==> src/rtl/mem_port_arbiter_if.sv <==
// Bus bundle for mem_port_arbiter: the imem requester, the dmem requester and the
// shared downstream memory port. The slave modport is the arbiter's view; the
// master modport is the view of whatever drives requests and answers the memory side.
interface mem_port_arbiter_if #(
    parameter int ADDR_WIDTH = 16,
    parameter int DATA_WIDTH = 128
);
    // imem requester (read only)
    logic                  i_stb;
    logic [ADDR_WIDTH-1:0] i_addr;
    logic [DATA_WIDTH-1:0] i_rdata;
    logic                  i_resp;
    // dmem requester
    logic                  d_stb;
    logic                  d_we;
    logic [ADDR_WIDTH-1:0] d_addr;
    logic [DATA_WIDTH-1:0] d_wdata;
    logic [DATA_WIDTH-1:0] d_rdata;
    logic                  d_resp;
    // downstream memory port
    logic                  m_cyc;
    logic                  m_stb;
    logic                  m_we;
    logic [ADDR_WIDTH-1:0] m_addr;
    logic [DATA_WIDTH-1:0] m_wdata;
    logic [DATA_WIDTH-1:0] m_rdata;
    logic                  m_resp;

    modport slave (
        input  i_stb, i_addr, d_stb, d_we, d_addr, d_wdata, m_rdata, m_resp,
        output i_rdata, i_resp, d_rdata, d_resp, m_cyc, m_stb, m_we, m_addr, m_wdata
    );

    modport master (
        output i_stb, i_addr, d_stb, d_we, d_addr, d_wdata, m_rdata, m_resp,
        input  i_rdata, i_resp, d_rdata, d_resp, m_cyc, m_stb, m_we, m_addr, m_wdata
    );
endinterface

==> src/rtl/mem_port_arbiter.sv <==
// mem_port_arbiter: shares one downstream memory port between the fetch-stage imem
// port and the mem-stage dmem port. A request is latched at grant and held on the
// downstream bus until m_resp; the completion and read line go back only to the
// requester that owns the transaction. A DONE dead cycle follows every completion so
// a requester's stale strobe is never granted twice.
// Optional build macro ARB_ROUND_ROBIN_EN: ties alternate sides instead of always
// favouring dmem.
module mem_port_arbiter #(
    parameter int ADDR_WIDTH = 16,
    parameter int DATA_WIDTH = 128,
    parameter int CNT_WIDTH  = 16
) (
    input  logic                 clk,
    input  logic                 rst,
    mem_port_arbiter_if.slave    bus,
    output logic [CNT_WIDTH-1:0] contention
);

    typedef enum logic [1:0] {
        IDLE   = 2'd0,
        BUSY_I = 2'd1,
        BUSY_D = 2'd2,
        DONE   = 2'd3
    } state_t;

    state_t                r_state;
    state_t                w_state_next;
    logic                  r_m_we;
    logic [ADDR_WIDTH-1:0] r_m_addr;
    logic [DATA_WIDTH-1:0] r_m_wdata;
    logic [DATA_WIDTH-1:0] r_i_rdata;
    logic [DATA_WIDTH-1:0] r_d_rdata;
    logic [CNT_WIDTH-1:0]  r_contention;

    logic w_busy;
    logic w_busy_i;
    logic w_busy_d;
    logic w_grant_i;
    logic w_grant_d;
    logic w_tie;
    logic w_tie_to_d;
    logic w_i_resp;
    logic w_d_resp;

    assign w_busy_i = (r_state == BUSY_I);
    assign w_busy_d = (r_state == BUSY_D);
    assign w_busy   = w_busy_i | w_busy_d;
    assign w_tie    = bus.i_stb & bus.d_stb;

`ifdef ARB_ROUND_ROBIN_EN
    // 1 = dmem got the most recent grant; reset value means imem, so the first tie goes to dmem
    logic r_last_grant_d;

    assign w_tie_to_d = ~r_last_grant_d;

    // Remember which side was granted last so the next tie goes the other way
    always_ff @(posedge clk) begin
        if (rst) begin
            r_last_grant_d <= 1'b0;
        end else if (w_grant_d) begin
            r_last_grant_d <= 1'b1;
        end else if (w_grant_i) begin
            r_last_grant_d <= 1'b0;
        end
    end
`else
    // Fixed priority: the mem stage is older in the pipeline, so dmem wins every tie
    assign w_tie_to_d = 1'b1;
`endif

    // State register
    always_ff @(posedge clk) begin
        if (rst) begin
            r_state <= IDLE;
        end else begin
            r_state <= w_state_next;
        end
    end

    // Next-state and grant decode; grants are only issued from IDLE
    always_comb begin
        w_state_next = r_state;
        w_grant_i    = 1'b0;
        w_grant_d    = 1'b0;
        case (r_state)
            IDLE: begin
                if (bus.d_stb && (!bus.i_stb || w_tie_to_d)) begin
                    w_grant_d    = 1'b1;
                    w_state_next = BUSY_D;
                end else if (bus.i_stb) begin
                    w_grant_i    = 1'b1;
                    w_state_next = BUSY_I;
                end
            end
            BUSY_I, BUSY_D: begin
                if (bus.m_resp) begin
                    w_state_next = DONE;
                end
            end
            DONE: begin
                w_state_next = IDLE;
            end
            default: begin
                w_state_next = IDLE;
            end
        endcase
    end

    // Capture the winning request at grant; it stays frozen until the next grant
    always_ff @(posedge clk) begin
        if (rst) begin
            r_m_we    <= 1'b0;
            r_m_addr  <= '0;
            r_m_wdata <= '0;
        end else if (w_grant_d) begin
            r_m_we    <= bus.d_we;
            r_m_addr  <= bus.d_addr;
            r_m_wdata <= bus.d_wdata;
        end else if (w_grant_i) begin
            r_m_we    <= 1'b0;
            r_m_addr  <= bus.i_addr;
        end
    end

    // Keep a copy of the last line returned to each requester for when it is not being served
    always_ff @(posedge clk) begin
        if (rst) begin
            r_i_rdata <= '0;
            r_d_rdata <= '0;
        end else begin
            if (w_i_resp) begin
                r_i_rdata <= bus.m_rdata;
            end
            if (w_d_resp) begin
                r_d_rdata <= bus.m_rdata;
            end
        end
    end

    // Count IDLE cycles in which both sides were asking; stick at all-ones
    always_ff @(posedge clk) begin
        if (rst) begin
            r_contention <= '0;
        end else if ((r_state == IDLE) && w_tie && (r_contention != {CNT_WIDTH{1'b1}})) begin
            r_contention <= r_contention + 1'b1;
        end
    end

    // m_resp only counts while a transaction is open, so a stray one in IDLE/DONE is dropped
    assign w_i_resp = w_busy_i & bus.m_resp;
    assign w_d_resp = w_busy_d & bus.m_resp;

    assign bus.i_resp  = w_i_resp;
    assign bus.d_resp  = w_d_resp;
    assign bus.i_rdata = w_busy_i ? bus.m_rdata : r_i_rdata;
    assign bus.d_rdata = w_busy_d ? bus.m_rdata : r_d_rdata;
    assign bus.m_cyc   = w_busy;
    assign bus.m_stb   = w_busy;
    assign bus.m_we    = r_m_we;
    assign bus.m_addr  = r_m_addr;
    assign bus.m_wdata = r_m_wdata;
    assign contention  = r_contention;

endmodule

==> src/flat_wrapper.sv <==
// flat-port wrapper written by rule: the top's interface ports become plain ports
module mem_port_arbiter_flat 
#(
    parameter int ADDR_WIDTH = 16,
    parameter int DATA_WIDTH = 128,
    parameter int CNT_WIDTH  = 16
)
  (clk, rst, contention, bus_i_stb, bus_i_addr, bus_d_stb, bus_d_we, bus_d_addr, bus_d_wdata, bus_m_rdata, bus_m_resp, bus_i_rdata, bus_i_resp, bus_d_rdata, bus_d_resp, bus_m_cyc, bus_m_stb, bus_m_we, bus_m_addr, bus_m_wdata);
  mem_port_arbiter_if #(.ADDR_WIDTH(ADDR_WIDTH), .DATA_WIDTH(DATA_WIDTH)) bus_i ();
  input  logic clk;
  input  logic rst;
  output logic [CNT_WIDTH-1:0] contention;
  input wire logic [$bits(bus_i.i_stb)-1:0] bus_i_stb;
  input wire logic [$bits(bus_i.i_addr)-1:0] bus_i_addr;
  input wire logic [$bits(bus_i.d_stb)-1:0] bus_d_stb;
  input wire logic [$bits(bus_i.d_we)-1:0] bus_d_we;
  input wire logic [$bits(bus_i.d_addr)-1:0] bus_d_addr;
  input wire logic [$bits(bus_i.d_wdata)-1:0] bus_d_wdata;
  input wire logic [$bits(bus_i.m_rdata)-1:0] bus_m_rdata;
  input wire logic [$bits(bus_i.m_resp)-1:0] bus_m_resp;
  output wire logic [$bits(bus_i.i_rdata)-1:0] bus_i_rdata;
  output wire logic [$bits(bus_i.i_resp)-1:0] bus_i_resp;
  output wire logic [$bits(bus_i.d_rdata)-1:0] bus_d_rdata;
  output wire logic [$bits(bus_i.d_resp)-1:0] bus_d_resp;
  output wire logic [$bits(bus_i.m_cyc)-1:0] bus_m_cyc;
  output wire logic [$bits(bus_i.m_stb)-1:0] bus_m_stb;
  output wire logic [$bits(bus_i.m_we)-1:0] bus_m_we;
  output wire logic [$bits(bus_i.m_addr)-1:0] bus_m_addr;
  output wire logic [$bits(bus_i.m_wdata)-1:0] bus_m_wdata;
  assign bus_i.i_stb = bus_i_stb;
  assign bus_i.i_addr = bus_i_addr;
  assign bus_i.d_stb = bus_d_stb;
  assign bus_i.d_we = bus_d_we;
  assign bus_i.d_addr = bus_d_addr;
  assign bus_i.d_wdata = bus_d_wdata;
  assign bus_i.m_rdata = bus_m_rdata;
  assign bus_i.m_resp = bus_m_resp;
  assign bus_i_rdata = bus_i.i_rdata;
  assign bus_i_resp = bus_i.i_resp;
  assign bus_d_rdata = bus_i.d_rdata;
  assign bus_d_resp = bus_i.d_resp;
  assign bus_m_cyc = bus_i.m_cyc;
  assign bus_m_stb = bus_i.m_stb;
  assign bus_m_we = bus_i.m_we;
  assign bus_m_addr = bus_i.m_addr;
  assign bus_m_wdata = bus_i.m_wdata;
  mem_port_arbiter #(.ADDR_WIDTH(ADDR_WIDTH), .DATA_WIDTH(DATA_WIDTH), .CNT_WIDTH(CNT_WIDTH)) u_core (.clk(clk), .rst(rst), .bus(bus_i), .contention(contention));
endmodule
==> config.mk <==
export PLATFORM = sky130hd
export DESIGN_NAME = mem_port_arbiter_flat
export DESIGN_NICKNAME = d
export VERILOG_FILES = /design/src/rtl/mem_port_arbiter_if.sv /design/src/rtl/mem_port_arbiter.sv /design/src/flat_wrapper.sv
export SDC_FILE = /design/constraint.sdc
export NUM_CORES = 1
export LEC_CHECK = 0
export ABC_CLOCK_PERIOD_IN_PS = 2170
export CAP_MARGIN = 20
export CELL_PAD_IN_SITES_DETAIL_PLACEMENT = 1
export CELL_PAD_IN_SITES_GLOBAL_PLACEMENT = 2
export CORE_MARGIN = 10
export CORE_UTILIZATION = 22
export DETAILED_ROUTE_END_ITERATION = 7
export PLACE_DENSITY = 0.76
export SLEW_MARGIN = 20
export SYNTH_ARGS = -nofsm -noshare
export SYNTH_HDL_FRONTEND = slang
export SYNTH_SLANG_ARGS = --single-unit
==> constraint.sdc <==
create_clock -name clk -period 2.17 [get_ports clk]
set_clock_uncertainty 0.05 [all_clocks]
set_input_delay 0.3255 -clock clk [delete_from_list [all_inputs] [get_ports clk]]
set_output_delay 0.3255 -clock clk [all_outputs]
set_load 0.005 [all_outputs]
-- Word level (Yosys, flattened, before mapping)
Cells that the tools add are included.
- register bits after elaboration: 419
- bits of input ports: 294
- output and inout bits: 421
- word-level logic and storage cells: 39
- $add $sub $neg: 1
- equal/unequal tests: 6
- multiplexer cells: 15
- bitwise operators: 4
- reductions and logical operators: 6
- operator list (kind ; number):
    2-to-1 mux 128 bit ; 2
    2-to-1 mux 16 bit ; 2
    adder 16 x 1 -> 16 bit (second input constant) ; 1
    inequality test 16 bit (second input constant) ; 1
    2-to-1 mux 1 bit ; 7
    2-to-1 mux 2 bit ; 3
    case mux 2 bit (3 select lines) ; 1
    == test 2 bit (second input constant) ; 2
    AND 1 bit ; 3
    inequality test 3 bit (second input constant) ; 1
    == test 2 x 1 -> 1 bit (second input constant) ; 1
    logical AND 1 bit ; 2
    logical NOT 2 bit ; 1
    inequality test 2 bit (second input constant) ; 1
    AND reduction 2 bit ; 1
    nonzero test 2 bit ; 1
    OR reduction 2 bit ; 1
    bitwise OR 1 bit ; 1

-- Longest topological paths before layout
Gate-level depths: netlist of the first run.
- word-level depth: 5
- gate-level depth with buffers: 8
- depth with buffers taken out: 6

-- Least setup slack after synthesis of the first run
No wires, ideal clock.
- path type: register to register
- from: register u_core.r_state[0]
- to: register u_core.r_contention[15], in the netlist u_core.contention[15]
- arrival: 1.885 ns
- required time: 1.999 ns
- setup slack: 0.114 ns
- cell stages (with the launch flop): 8
- path buffers: 1
- cell sequence: dfxtp_1 inv_1 ha_1 nand3_2 or4_1 clkbuf_1 nor4_1 mux2_2
- cells in the longest elaborated chain, start to end: 3
- ends and longest elaborated chain (what ; RTL line ; source):
    start, declared ; mem_port_arbiter.sv:26 ; state_t r_state;
    start signal, assigned ; mem_port_arbiter.sv:76 ; r_state <= w_state_next;
    logical NOT 2 bit ; mem_port_arbiter.sv:144 ; end else if ((r_state == IDLE) && w_tie && (r_contention != {CNT_WIDTH{1'b1}})) begin
    logical AND 1 bit (2 in series) ; mem_port_arbiter.sv:144 ;
    end signal, assigned ; mem_port_arbiter.sv:145 ; r_contention <= r_contention + 1'b1;
    end, declared ; mem_port_arbiter.sv:33 ; logic [CNT_WIDTH-1:0] r_contention;
No other way between the ends.
A chain may end at the register's enable or synchronous reset.

-- Worst setup path in the final report of the first run
- from: register u_core.r_state[0]
- to: output bus_i_rdata[57]
- cells in the longest elaborated chain, start to end: 2
- ends and longest elaborated chain (what ; RTL line ; source):
    == test 2 x 1 -> 1 bit ; mem_port_arbiter.sv:45 ; assign w_busy_i = (r_state == BUSY_I);
    2-to-1 mux 128 bit ; mem_port_arbiter.sv:155 ; assign bus.i_rdata = w_busy_i ? bus.m_rdata : r_i_rdata;
    end, declared ; flat_wrapper.sv:21 ; output wire logic [$bits(bus_i.i_rdata)-1:0] bus_i_rdata;
No other way between the ends.

==> results of run 1 <==
[worst max-delay path, stage by stage (launching register included)]
cell and delay [ns]:
dfxtp_2 0.34, buf_6 0.12, ha_4 0.18, buf_4 0.14, buf_12 0.13, buf_8 0.12
buf_4 0.14, buf_12 0.12, buf_16 0.14, mux2_2 0.30, buf_6 0.12
[area by class of cell]
class	instances	area, um^2
fillers	9330	49700
repair buffers	930	9750
multi-input cells	1588	9240
flip-flops and latches	419	8390
clock buffers	75	1540
well taps	1060	1330
clock inverters	20	254
inverters	9	43.8
diodes	6	15.0
[stage by stage]
stage	power [W]	instances	hold slack, ns
4_1_cts	0.0333	4004	0.0791
3_3_place_gp	0.0231	3889	0.389
5_1_grt	0.0373	4104	0.0999
6_report	0.0355	4107	0.111
3_5_place_dp	0.0233	3889	0.395
2_1_floorplan	0.0149	2188	0.384
[cell families (layout without fill, tap and decap cells)]
| kind of cell | Yosys count | in the layout | share of synthesized area (%) |
|---|---|---|---|
| compound gates | 448 | 448 | 13.0 |
| mux | 259 | 259 | 16.4 |
| fa+ha+maj | 4 | 4 | 0.282 |
| other cells | 0 | 6 | 0 |
| flops | 419 | 419 | 47.2 |
| simple gates | 877 | 877 | 19.2 |
| buf+inv | 181 | 1034 | 3.85 |
[layout by cell type (no fill, tap or decap), drive strengths merged, types with 7 or more instances in the layout]
master / instances
a211oi: 17
a21oi: 400
buf: 316
clkbuf: 150
clkdlybuf4s50: 483
clkinv: 9
dfxtp: 419
dlymetal6s2s: 47
inv: 11
mux2: 259
nand2: 793
nand3: 7
nor2: 38
o21ai: 20
[metal layers]
metal | share of wire [%] | vias up | track usage, %
met5 | 0.20 | - | 0
met4 | 4.1 | 28 | 7.72
met3 | 8.2 | 169 | 7.11
met2 | 50 | 603 | 31.5
met1 | 38 | 9250 | 19.3
li1 | - | 8919 | -
[timing repair]
action | 4_1_cts | 5_1_grt
resized for setup | 321 | 620
endpoints found under the setup margin | 350 | 464
setup buffers | 16 | 93
gates cloned | 4 | 14
[path summary, 6_finish.rpt]
kind / start / endpoint / slack [ns]
worst min register to register: u_core.r_d_rdata[106] / u_core.r_d_rdata[106] / 0.40
worst min-delay path: rst / u_core.contention[6] / 0.11
worst max-delay path: u_core.r_state[0] / bus_i_rdata[57] / -0.64
worst max register to register: u_core.r_state[0] / u_core.contention[7] / -0.18
[where the power goes]
group / internal [W] / switching (W)
sequential: 0.00881 / 0.000658
combinational: 0.00942 / 0.00746
clock: 0.00552 / 0.00361
total: 0.0237 / 0.0117
[sequential cells by signal (all words and copies together) (netlist names)]
register / flops
u_core.bus.m_addr: 16
u_core.bus.m_wdata: 128
u_core.bus.m_we: 1
u_core.contention: 16
u_core.r_d_rdata: 128
u_core.r_i_rdata: 128
u_core.r_state: 2
==> metrics, run 1 <==
status finished with violations; failing checks setup timing; Area contributors post-synth dfxtp_1 (47%), nand2_1 (17%), mux2_2 (16%), a21oi_1 (11%), clkbuf_1 (3.2%); Area Growth Syn to Fin 72.0%; GRT Util Overall 18.1%; initial core utilization between 20% and 30%; Worst Reg-to-Reg Cells 7; PD cells 1160 nW/um^2; final instance area slightly above 30,000 um^2; drt pass-1 iters 5; Clk Latency, worst-skew pair 0.59 ns; Net Count, Synth between 2k and 2.5k; max-cap viol count 0; Placeable Area 80,300 um^2; Ports 715; Hold Buf Count CTS 0; final hold vios 0; H-tree Lvls 2; Data required, critical path between 1.5 and 2 ns; Main synth FF type dfxtp_1; share of cells above drive strength 1 24.8%; DRT Wirelength 93,600 um; Horiz. Die Dim a little over 300 um; Via Count 19.0k; Crit Path Max Fanout 6; synthesized cell area approximately 18,000 um^2; clock-pin slew on the worst setup and hold paths approximately 0.060 ns; Yosys top cell by area dfxtp_1; WL/cell around 23 um; sequential cell area fraction in the yosys report around 47%; synth cell count leaders nand2_1 (793), dfxtp_1 (419), a21oi_1 (400); Seq cells post-synth 419; Cell Area, Placed 26,800 um^2; Distinct cells, synth 35; Peak supply drop 0.625 mV; Layout Nets around 3.3k; IO Port Bufs roughly 710; Tmin final ~2.8 ns; GPL Wtd Cong ~0.89; Worst Hold Path Cells 2; Detail Placement HPWL roughly 65,000 um; die area slightly above 90,000 um^2; Mapped Cells approximately 2.2k; clock sinks 419; dpl ws -0.235 ns; FFs w/ async S/R, synth 0%; leak pwr between 10 and 15 nW; Syn Area/Cell 8.12 um^2; Fin Setup TNS -102.28 ns; final setup violation count between 200 and 300; Worst setup SP type flip-flop; number of DRC markers in iteration 0 about 710; Crit. End Element output pin; root cell of the clock tree clkbuf_16; count leader, synth nand2_1; vias per cell 4.62; fin worst setup slack -0.642 ns; Synth Warn # 0; Finished Core Util 38.1%; Final Max Slew Viols 0; Worst Tran Pin Value 0.817 ns; final worst-path cycle share 130%; class of the worst hold path in -> reg; largest net degree at the start of global routing 129; critical path type reg -> out; Rel. slew slack 45.5%; Arrival @ worst endpoint roughly 2.4 ns; number of global-route vias before repair around 20k; # rows 104; first-pass GRT wire length approximately 130,000 um; highest clock rate 356 MHz; CTS tree yes; DR DRC count 0; maximum clock insertion buffer count 3; Die Y 304 um; post-synth top area share 47.2%; initial antenna violation count 20; RSZ-0062 raised after global routing yes; ANT nets after route 0; cts bufs inserted between 50 and 60; total grt overflow 0; EDFF count, synth 0
(Power assumes the default switching activity.)
==> run 2, diff against run 1 <==
--- a/config.mk
+++ b/config.mk
@@ -9,10 +9,11 @@
 export CAP_MARGIN = 20
 export CELL_PAD_IN_SITES_DETAIL_PLACEMENT = 1
 export CELL_PAD_IN_SITES_GLOBAL_PLACEMENT = 2
-export CORE_MARGIN = 10
 export CORE_UTILIZATION = 22
+export CTS_CLUSTER_SIZE = 14
 export DETAILED_ROUTE_END_ITERATION = 7
 export PLACE_DENSITY = 0.76
+export REMOVE_ABC_BUFFERS = 1
 export SLEW_MARGIN = 20
 export SYNTH_ARGS = -nofsm -noshare
 export SYNTH_HDL_FRONTEND = slang
==> metrics, run 2 (same netlist as run 1, synthesis figures left out) <==
status finished with violations (unchanged); failing checks setup timing (unchanged); Arrival @ worst endpoint 2.38 ns (was 2.44 ns); maximum clock insertion buffer count 3 (unchanged); initial antenna violation count 7 (was 20); Final Total Pwr 0.0356 W (was 0.0355 W); Hold Crit Start rst (unchanged); root cell of the clock tree clkbuf_16 (unchanged); ANT nets after route 0 (unchanged); PD cells 1150 nW/um^2 (was 1160 nW/um^2); dpl ws -0.224 ns (was -0.235 ns); Detail Placement HPWL 57,300 um (was 65,300 um); CTS tree yes (unchanged); first-pass GRT wire length 121,000 um (was 131,000 um); hold worst-path end u_core.r_d_rdata[103] (was u_core.contention[6]); most common cell type on the critical path buf_6; Clk Latency, worst-skew pair 0.59 ns (about the same); Seq pwr share 26.5% (was 26.7%); drt pass-1 iters 4 (was 5); cell type of the slowest stage on the worst timing path dfxtp_2 (unchanged); clock-pin slew on the worst setup and hold paths 0.06 ns (about the same); class of the worst hold path in -> reg (unchanged); R2R Setup Slk -0.13 ns (was -0.18 ns); Crit Path Max Fanout 7 (was 6); CP bufs+invs 8 (unchanged); fin worst setup slack -0.585 ns (was -0.642 ns); highest clock rate 363 MHz (was 356 MHz); Cell Int Power 0.0241 W (was 0.0237 W); GPL Wtd Cong 0.820 (was 0.886); WL/cell 20.6 um (was 22.8 um); Cells after DPL 3,887 (was 3,889); initial core utilization 22.4% (was 22.1%); clock sinks 419 (unchanged); Tmin final 2.76 ns (was 2.81 ns); RSZ-0062 raised after global routing yes (unchanged); number of global-route vias before repair 19.6k (was 19.9k); Horiz. Die Dim 286 um (was 304 um); Worst setup SP type flip-flop (unchanged); vias per cell 4.58 (was 4.62); r2r startpoint u_core.r_state[1] (was u_core.r_state[0]); Worst Tran Pin Value 0.552 ns (was 0.817 ns); Hold Buf Count CTS 0 (unchanged); total grt overflow 0 (unchanged); # rows 103 (was 104); largest net degree at the start of global routing 71 (was 129); Psw 0.0115 W (was 0.0117 W); Critical R2R Capture u_core.r_i_rdata[19] (was u_core.contention[7]); max-cap viol count 0 (unchanged); Via Count 19.0k (about the same); Final Max Slew Viols 0 (unchanged); Rel. slew slack 63.2% (was 45.5%); Worst path depth 10 (unchanged); Area Growth Syn to Fin 74.6% (was 72.0%); final worst-path cycle share 127% (was 130%); final hold vios 0 (unchanged); Placeable Area 79,400 um^2 (was 80,300 um^2); Logic pwr share 48.9% (was 47.6%); GRT Util Overall 18.9% (was 18.1%); final setup violation count 323 (was 269); cts bufs inserted 51 (was 52); sw frac 32.3% (was 33.0%); most frequent cells in the layout nand2_1 (790), clkdlybuf4s50_1 (450), dfxtp_1 (416) (was nand2_1 (790), clkdlybuf4s50_1 (483), dfxtp_1 (417)); Max stage delay on crit path 0.34 ns (about the same); Worst Hold Path Cells 2 (unchanged); IO Port Bufs 714 (unchanged); critical path type reg -> out (unchanged); Peak supply drop 0.576 mV (was 0.625 mV); Ports 715 (unchanged); commonest non-fill, non-tap cell in the layout nand2_1 (unchanged); Data required, critical path 1.79 ns (about the same); leak pwr 12.7 nW (was 12.5 nW); DRT Wirelength 85,300 um (was 93,600 um); share of cells above drive strength 1 27.7% (was 24.8%); Die Y 286 um (was 304 um); critical-path cell list inv_2 > buf_6 > ha_4 > buf_12 > buf_12 > clkbuf_16 > buf_4 > buf_6 > mux2_4 > buf_6 (was buf_6 > ha_4 > buf_4 > buf_12 > buf_8 > buf_4 > buf_12 > buf_16 > mux2_2 > buf_6); Top Family by Delay on Critical Path buffers and inverters (unchanged); DR DRC count 0 (unchanged); H-tree Lvls 2 (unchanged); Worst Reg-to-Reg Cells 12 (was 7); Clock Power Share 24.6% (was 25.7%); Layout Cells excl Fill 4,150 (was 4,107); die area 81,900 um^2 (was 92,500 um^2); Layout Nets 3,362 (was 3,298); number of DRC markers in iteration 0 709 (was 708); Crit. End Element output pin (unchanged)
run 2: through the flow:
stage	setup TNS, ns	area (um^2)	utilization (%)	hold slack [ns]
floorplan	-2659.83	17100	-	0.345
global placement	-5.68	26900	33.9	0.390
detailed placement	-10.10	26900	33.9	0.396
CTS	-140.54	29400	37.1	0.0855
global route	-142.71	31000	39.1	0.128
finish	-112.15	31000	39.1	0.107
run 2: timing repair:
item,4_1_cts,5_1_grt
pin swaps,2,7
resized for setup,468,651
gates cloned,8,8
endpoints found under the setup margin,265,297
setup buffers,57,115
run 2: area by class of cell:
type	instances	area, um^2
Fill cell	9116	48400
Timing Repair Buffer	995	10300
Multi-Input combinational cell	1588	9230
Sequential cell	419	8390
Clock buffer	73	1480
Tap cell	1050	1310
Clock inverter	13	209
Inverter	9	48.8
Antenna cell	3	7.51
run 2: how the worst max path moves through the flow:
stage / startpoint / to / slack (ns)
finish: u_core.r_state[1] / bus_i_rdata[95] / -0.59
global route: u_core.r_state[1] / bus_i_rdata[20] / -0.65
CTS: u_core.r_state[1] / bus_d_rdata[67] / -0.70
detailed placement: bus_i_stb / u_core.contention[15] / -0.22
global placement: bus_i_stb / u_core.contention[15] / -0.25
floorplan: u_core.r_state[0] / u_core.r_d_rdata[0] / -7.46
run 2: power groups by stage:
stage | combinational (W) | sequential, W | clock (W)
global placement | 0.0134 | 0.00950 | 0
global route | 0.0185 | 0.00955 | 0.00929
CTS | 0.0150 | 0.00942 | 0.00898
floorplan | 0.00519 | 0.00939 | 0
finish | 0.0174 | 0.00943 | 0.00874
detailed placement | 0.0136 | 0.00956 | 0
run 2: per-layer routing:
metal,GRT usage (%),up-vias,part of all wire [%]
met5,0,-,0.061
met4,5.01,8,2.6
met3,5.52,124,7.0
met2,34.1,574,50
met1,21.6,9287,40
li1,-,9015,-
